**config.mk**
```make
export PLATFORM = sky130hd
export DESIGN_NAME = fetch_stage
export DESIGN_NICKNAME = d
export VERILOG_FILES = /design/src/rtl/fetch_stage.sv
export SDC_FILE = /design/constraint.sdc
export NUM_CORES = 1
export LEC_CHECK = 0
export BUFFER_PORTS_ARGS = -buffer_cell sky130_fd_sc_hd__buf_4
export CORE_ASPECT_RATIO = 0.9
export CORE_MARGIN = 2
export CORE_UTILIZATION = 54
export DETAILED_ROUTE_END_ITERATION = 10
export PLACE_DENSITY = 0.91
export SETUP_SLACK_MARGIN = 0.1
export SYNTH_ARGS = -nofsm -noshare
export SYNTH_HDL_FRONTEND = slang
export SYNTH_SLANG_ARGS = --single-unit
```
**constraint.sdc**
```tcl
create_clock -name clk -period 4.3 [get_ports clk]
set_clock_uncertainty 0.15 [all_clocks]
set_input_delay 0.43 -clock clk [delete_from_list [all_inputs] [get_ports clk]]
set_output_delay 0.43 -clock clk [all_outputs]
set_load 0.005 [all_outputs]
```
**src/rtl/fetch_stage.sv**
```systemverilog
// LEGv8 instruction-fetch stage: PC register, IF/ID pipeline register, stall / branch / flush handling.
// Define FETCH_HALT_EN to stop fetching once the PC would leave the PROG_LEN-word program.
module fetch_stage #(
  parameter int              PC_W     = 32,
  parameter logic [PC_W-1:0] RESET_PC = '0,
  parameter int              PROG_LEN = 16
) (
  input  logic            clk,
  input  logic            reset,
  input  logic            stall,
  input  logic            branch_taken,
  input  logic [25:0]     branch_offset,
  output logic [PC_W-1:0] pc_out,
  input  logic [31:0]     inst_in,
  output logic [31:0]     if_id_inst,
  output logic [PC_W-1:0] if_id_pc,
  output logic            if_id_valid,
  output logic            halted
);

  typedef enum logic {
    ST_RUN  = 1'b0,
    ST_HALT = 1'b1
  } state_e;

  state_e          state_q, state_d;
  logic [PC_W-1:0] pc_q, pc_d;
  logic [PC_W-1:0] if_id_pc_q, if_id_pc_d;
  logic [31:0]     if_id_inst_q, if_id_inst_d;
  logic            if_id_valid_q, if_id_valid_d;

  logic [PC_W-1:0] offset_ext;
  logic [PC_W-1:0] branch_target;
  logic [PC_W-1:0] pc_seq;
  logic            seq_past_end;
  logic            target_past_end;

  // Sign-extend (or truncate) the 26-bit word offset to the PC width.
  genvar gi;
  generate
    for (gi = 0; gi < PC_W; gi++) begin : g_sext
      if (gi < 26) begin : g_bit
        assign offset_ext[gi] = branch_offset[gi];
      end else begin : g_sign
        assign offset_ext[gi] = branch_offset[25];
      end
    end
    if (PC_W < 26) begin : g_trunc
      logic unused_offset_hi;
      assign unused_offset_hi = ^branch_offset[25:PC_W];
    end
  endgenerate

  assign branch_target = if_id_pc_q + offset_ext;

`ifdef FETCH_HALT_EN
  localparam logic [PC_W:0] LIMIT = (PC_W + 1)'(PROG_LEN);

  // The end-of-program test uses the unwrapped increment so a program that
  // fills the whole address space still halts instead of wrapping to 0.
  logic [PC_W:0] pc_seq_wide;
  logic          halted_q;

  assign pc_seq_wide     = {1'b0, pc_q} + (PC_W + 1)'(1);
  assign pc_seq          = pc_seq_wide[PC_W-1:0];
  assign seq_past_end    = (pc_seq_wide >= LIMIT);
  assign target_past_end = ({1'b0, branch_target} >= LIMIT);

  always_ff @(posedge clk or posedge reset) begin
    if (reset) begin
      halted_q <= 1'b0;
    end else begin
      halted_q <= (state_q == ST_HALT);
    end
  end

  assign halted = halted_q;
`else
  localparam int unused_prog_len = PROG_LEN;

  assign pc_seq          = pc_q + PC_W'(1);
  assign seq_past_end    = 1'b0;
  assign target_past_end = 1'b0;
  assign halted          = 1'b0;
`endif

  always_comb begin
    state_d       = state_q;
    pc_d          = pc_q;
    if_id_inst_d  = if_id_inst_q;
    if_id_pc_d    = if_id_pc_q;
    if_id_valid_d = if_id_valid_q;
    case (state_q)
      ST_RUN: begin
        if (branch_taken) begin
          if_id_inst_d  = '0;
          if_id_pc_d    = '0;
          if_id_valid_d = 1'b0;
          if (target_past_end) begin
            state_d = ST_HALT;
          end else begin
            pc_d = branch_target;
          end
        end else if (!stall) begin
          if_id_inst_d  = inst_in;
          if_id_pc_d    = pc_q;
          if_id_valid_d = 1'b1;
          if (seq_past_end) begin
            state_d = ST_HALT;
          end else begin
            pc_d = pc_seq;
          end
        end
      end
      ST_HALT: begin
        if_id_valid_d = 1'b0;
      end
      default: begin
        state_d = ST_RUN;
      end
    endcase
  end

  always_ff @(posedge clk or posedge reset) begin
    if (reset) begin
      state_q       <= ST_RUN;
      pc_q          <= RESET_PC;
      if_id_inst_q  <= '0;
      if_id_pc_q    <= '0;
      if_id_valid_q <= 1'b0;
    end else begin
      state_q       <= state_d;
      pc_q          <= pc_d;
      if_id_inst_q  <= if_id_inst_d;
      if_id_pc_q    <= if_id_pc_d;
      if_id_valid_q <= if_id_valid_d;
    end
  end

  assign pc_out      = pc_q;
  assign if_id_inst  = if_id_inst_q;
  assign if_id_pc    = if_id_pc_q;
  assign if_id_valid = if_id_valid_q;

`ifndef SYNTHESIS
  // A redirect against a bubble is still honoured, but usually means decode is confused.
  always @(posedge clk) begin
    if (!reset && state_q == ST_RUN) begin
      assert (!(branch_taken && !if_id_valid_q))
        else $warning("fetch_stage: branch_taken while IF/ID holds a bubble");
    end
  end
`endif

endmodule
```
==> run_results.csv <==
group,metric,value,unit
die,num_rows,37,
clock_network,cts_setup_buffers,0,
drt,drtIter0Drc,373,
sta,setup_tns,0,ps
drt,ant_nets,0,
critical_path,start_kind,"register",
drt,drc,0,
logic_synthesis,ys_seq_area_share,39.3,%
drt,vias,5612,
layout,nets,900,
critical_path,timing.rr.end,"pc_out[26]",
grt,antenna_found_initial,0,
drt,wire_per_inst,17.2,µm
logic_synthesis,synth_top_area_share,39.3,%
logic_synthesis,synth_top_cell_by_area,"dfrtp_1",
die,die_y,105,µm
layout,areaGrowthSynthToFinish,25.7,%
clock_network,cts_hold_buffers,0,
status,status,"finished clean",
sta,rsz0062_at_grt,"false",
critical_path,path_cells,"ha_1 -> fa_1 -> a21o_1 -> a221oi_4 -> o21ba_4 -> a21oi_4 -> and3_4 -> or3_1 -> a31o_1",
logic_synthesis,synth_common_cells,"98 x nor2_1, 97 x dfrtp_1, 71 x mux2i_1",
clock_network,cts-buffers-inserted,9,
sta,tightest_slew,1140,ps
logic_synthesis,yosys.cell_count.top_type,"nor2_1",
critical_path,arrival,3040,ps
clock_network,clkTransAtPathRegs,70,ps
critical_path,critical_path_class,"register to register",
place,placed_cells,950,
grt,grt_pass1_vias,5545,
die,ioPinCount,160,
clock_network,clk_latency,360,ps
place,dp_hpwl,12100,µm
critical_path,reg2reg_from,"if_id_pc[0]",
sta,min_period,2940,ps
logic_synthesis,synth_edf_count,0,
sta,layout_setup_ws,1360,ps
place,dpl_worst_slack,1250,ps
grt,grt_pass1_wl,26800,µm
clock_network,clock_path_buffers,2,
clock_network,cts_max_level,3,
job,maxCapViolCount,0,
sta,slew_violations,0,
clock_network,cts.sinks,97,
power_and_ir_drop,irDropWorstVdd,296,µV
die,coreArea,11300,µm²
die,die_w,117,µm
grt,overflow,0,
sta,finalHoldViolations,0,
sta,finalSetupViolations,0,
critical_path,crit_path_end_kind,"register",
place,port_buffers,158,
logic_synthesis,synth_area,6170,µm²
critical_path,critPathMaxFanout,5,
clock_network,cts_root_buffer,"clkbuf_16",
critical_path,rrSetupSlack,1360,ps
logic_synthesis,synth_nets,760,
sta,period_share,68.3,%
logic_synthesis,synth_cell_type_count,63,
clock_network,cts_resized,0,
critical_path,cp_top_family,"compound AO/OA/AOI/OAI gates",
hold_path,min_path_type,"input pin to async pin",
layout,instances_no_fill,966,
critical_path,worstPathRequired,4400,ps
grt,grt_max_degree,74,
layout,fin_util,68.7,%
layout,n_antenna_cell,0,
critical_path,max_stage_delay,420,ps
die,die-area,12300,µm²
drt,wirelength,16700,µm
sta,slew_headroom,24.3,%
logic_synthesis,synthFlopType,"dfrtp_1",
critical_path,worstPathBufferInverterCount,0,
critical_path,rr_worst_depth,9,
drt,via_per_inst,5.81,
die,initial_utilization,54.7,%
power_and_ir_drop,p_per_area,417,nW/µm²
drt,first_pass_iters,7,
power_and_ir_drop,leakagePower,3.86,nW
place,place_congestion,0.971,
logic_synthesis,yosysWarningCount,0,
clock_network,cts_tree,"done",
logic_synthesis,ys_async_sr_fraction,100,%
logic_synthesis,synth_area_leaders,"dfrtp_1 39%, mux2i_1 12%, ha_1 6.5%",
grt,track_usage,27.7,%
logic_synthesis,ys_ff_latch,97,
logic_synthesis,syn-instance-count,665,
sta,max_freq,0.341,GHz
layout,drive_above_1_share,23.8,%
critical_path,slowest_stage,"fa_1",
logic_synthesis,synth.avg_cell_area,9.28,µm²
[metrics by stage]
stage	total power, mW	hold slack, ps	area, µm²
final	3.24	129	7760
after global routing	3.42	174	7760
after CTS	3.24	157	7760
after detailed placement	2.40	367	7450
after global placement	2.36	356	7450
after floorplan	1.92	364	6170
[state kept, by name, indices dropped and copies added, names as in the netlist]
signal	flops
if_id_valid	1
if_id_inst	32
pc_out	32
if_id_pc	32
[placed cells by master (no fill, tap or decap), types with 9 or more instances in the layout]
cell and n:
clkbuf_16 9, and3_1 10, a21oi_1 43, inv_1 15, mux2i_1 71, xor2_1 24
nand4_1 15, a21o_1 12, dfrtp_1 97, nand3_1 17, xnor2_1 29, nand2_1 50
nor3_1 11, ha_1 32, buf_4 161, o21ai_0 28, nor2_1 98
[cells by family (layout without fill, tap and decap cells)]
logic type      count (synthesis)  in the layout  synth area share, %
simple gates                  227            227                 17.2
flops                          97             97                 39.3
other cells                     1              1               0.0607
mux                            71             71                 11.5
fa+ha+maj                      33             33                 6.81
xor+xnor                       53             53                 7.52
buf+inv                        48            193                 3.04
compound gates                135            135                 14.5
[cell type report]
class	count	area, µm²
well taps	156	195
fillers	924	3540
clock buffers	11	243
inverters	16	62.6
multi-input cells	520	3560
flip-flops and latches	97	2430
clock inverters	5	62.6
repair buffers	161	1210
[power by group]
part,total (mW),switching (mW),internal [mW]
clock network,0.840,0.369,0.470
registers,1.27,0.206,1.06
logic,1.13,0.565,0.565
[how the worst max path moves through the flow]
stage / slack (ps) / to / start / depth (start not counted)
final: 1360 / pc_out[26] / if_id_pc[0] / 9
after global routing: 1270 / pc_out[26] / if_id_pc[0] / 9
after CTS: 1370 / pc_out[26] / if_id_pc[0] / 9
after detailed placement: 1250 / pc_out[26] / branch_offset[0] / 10
after global placement: 1290 / pc_out[26] / branch_offset[0] / 10
after floorplan: 1190 / if_id_inst[0] / reset / 1
[routing by layer]
layer  wire (µm)  GRT usage (%)  vias up  share of wire (%)
li1            -              -     2638                  -
met2        7950           44.3      235                 48
met5           0              0        -                  0
met3        1330           7.42       23                8.0
met1        7120           36.8     2716                 43
met4         253           8.24        0                1.5
No activity file was read; power rests on OpenSTA's default activity.
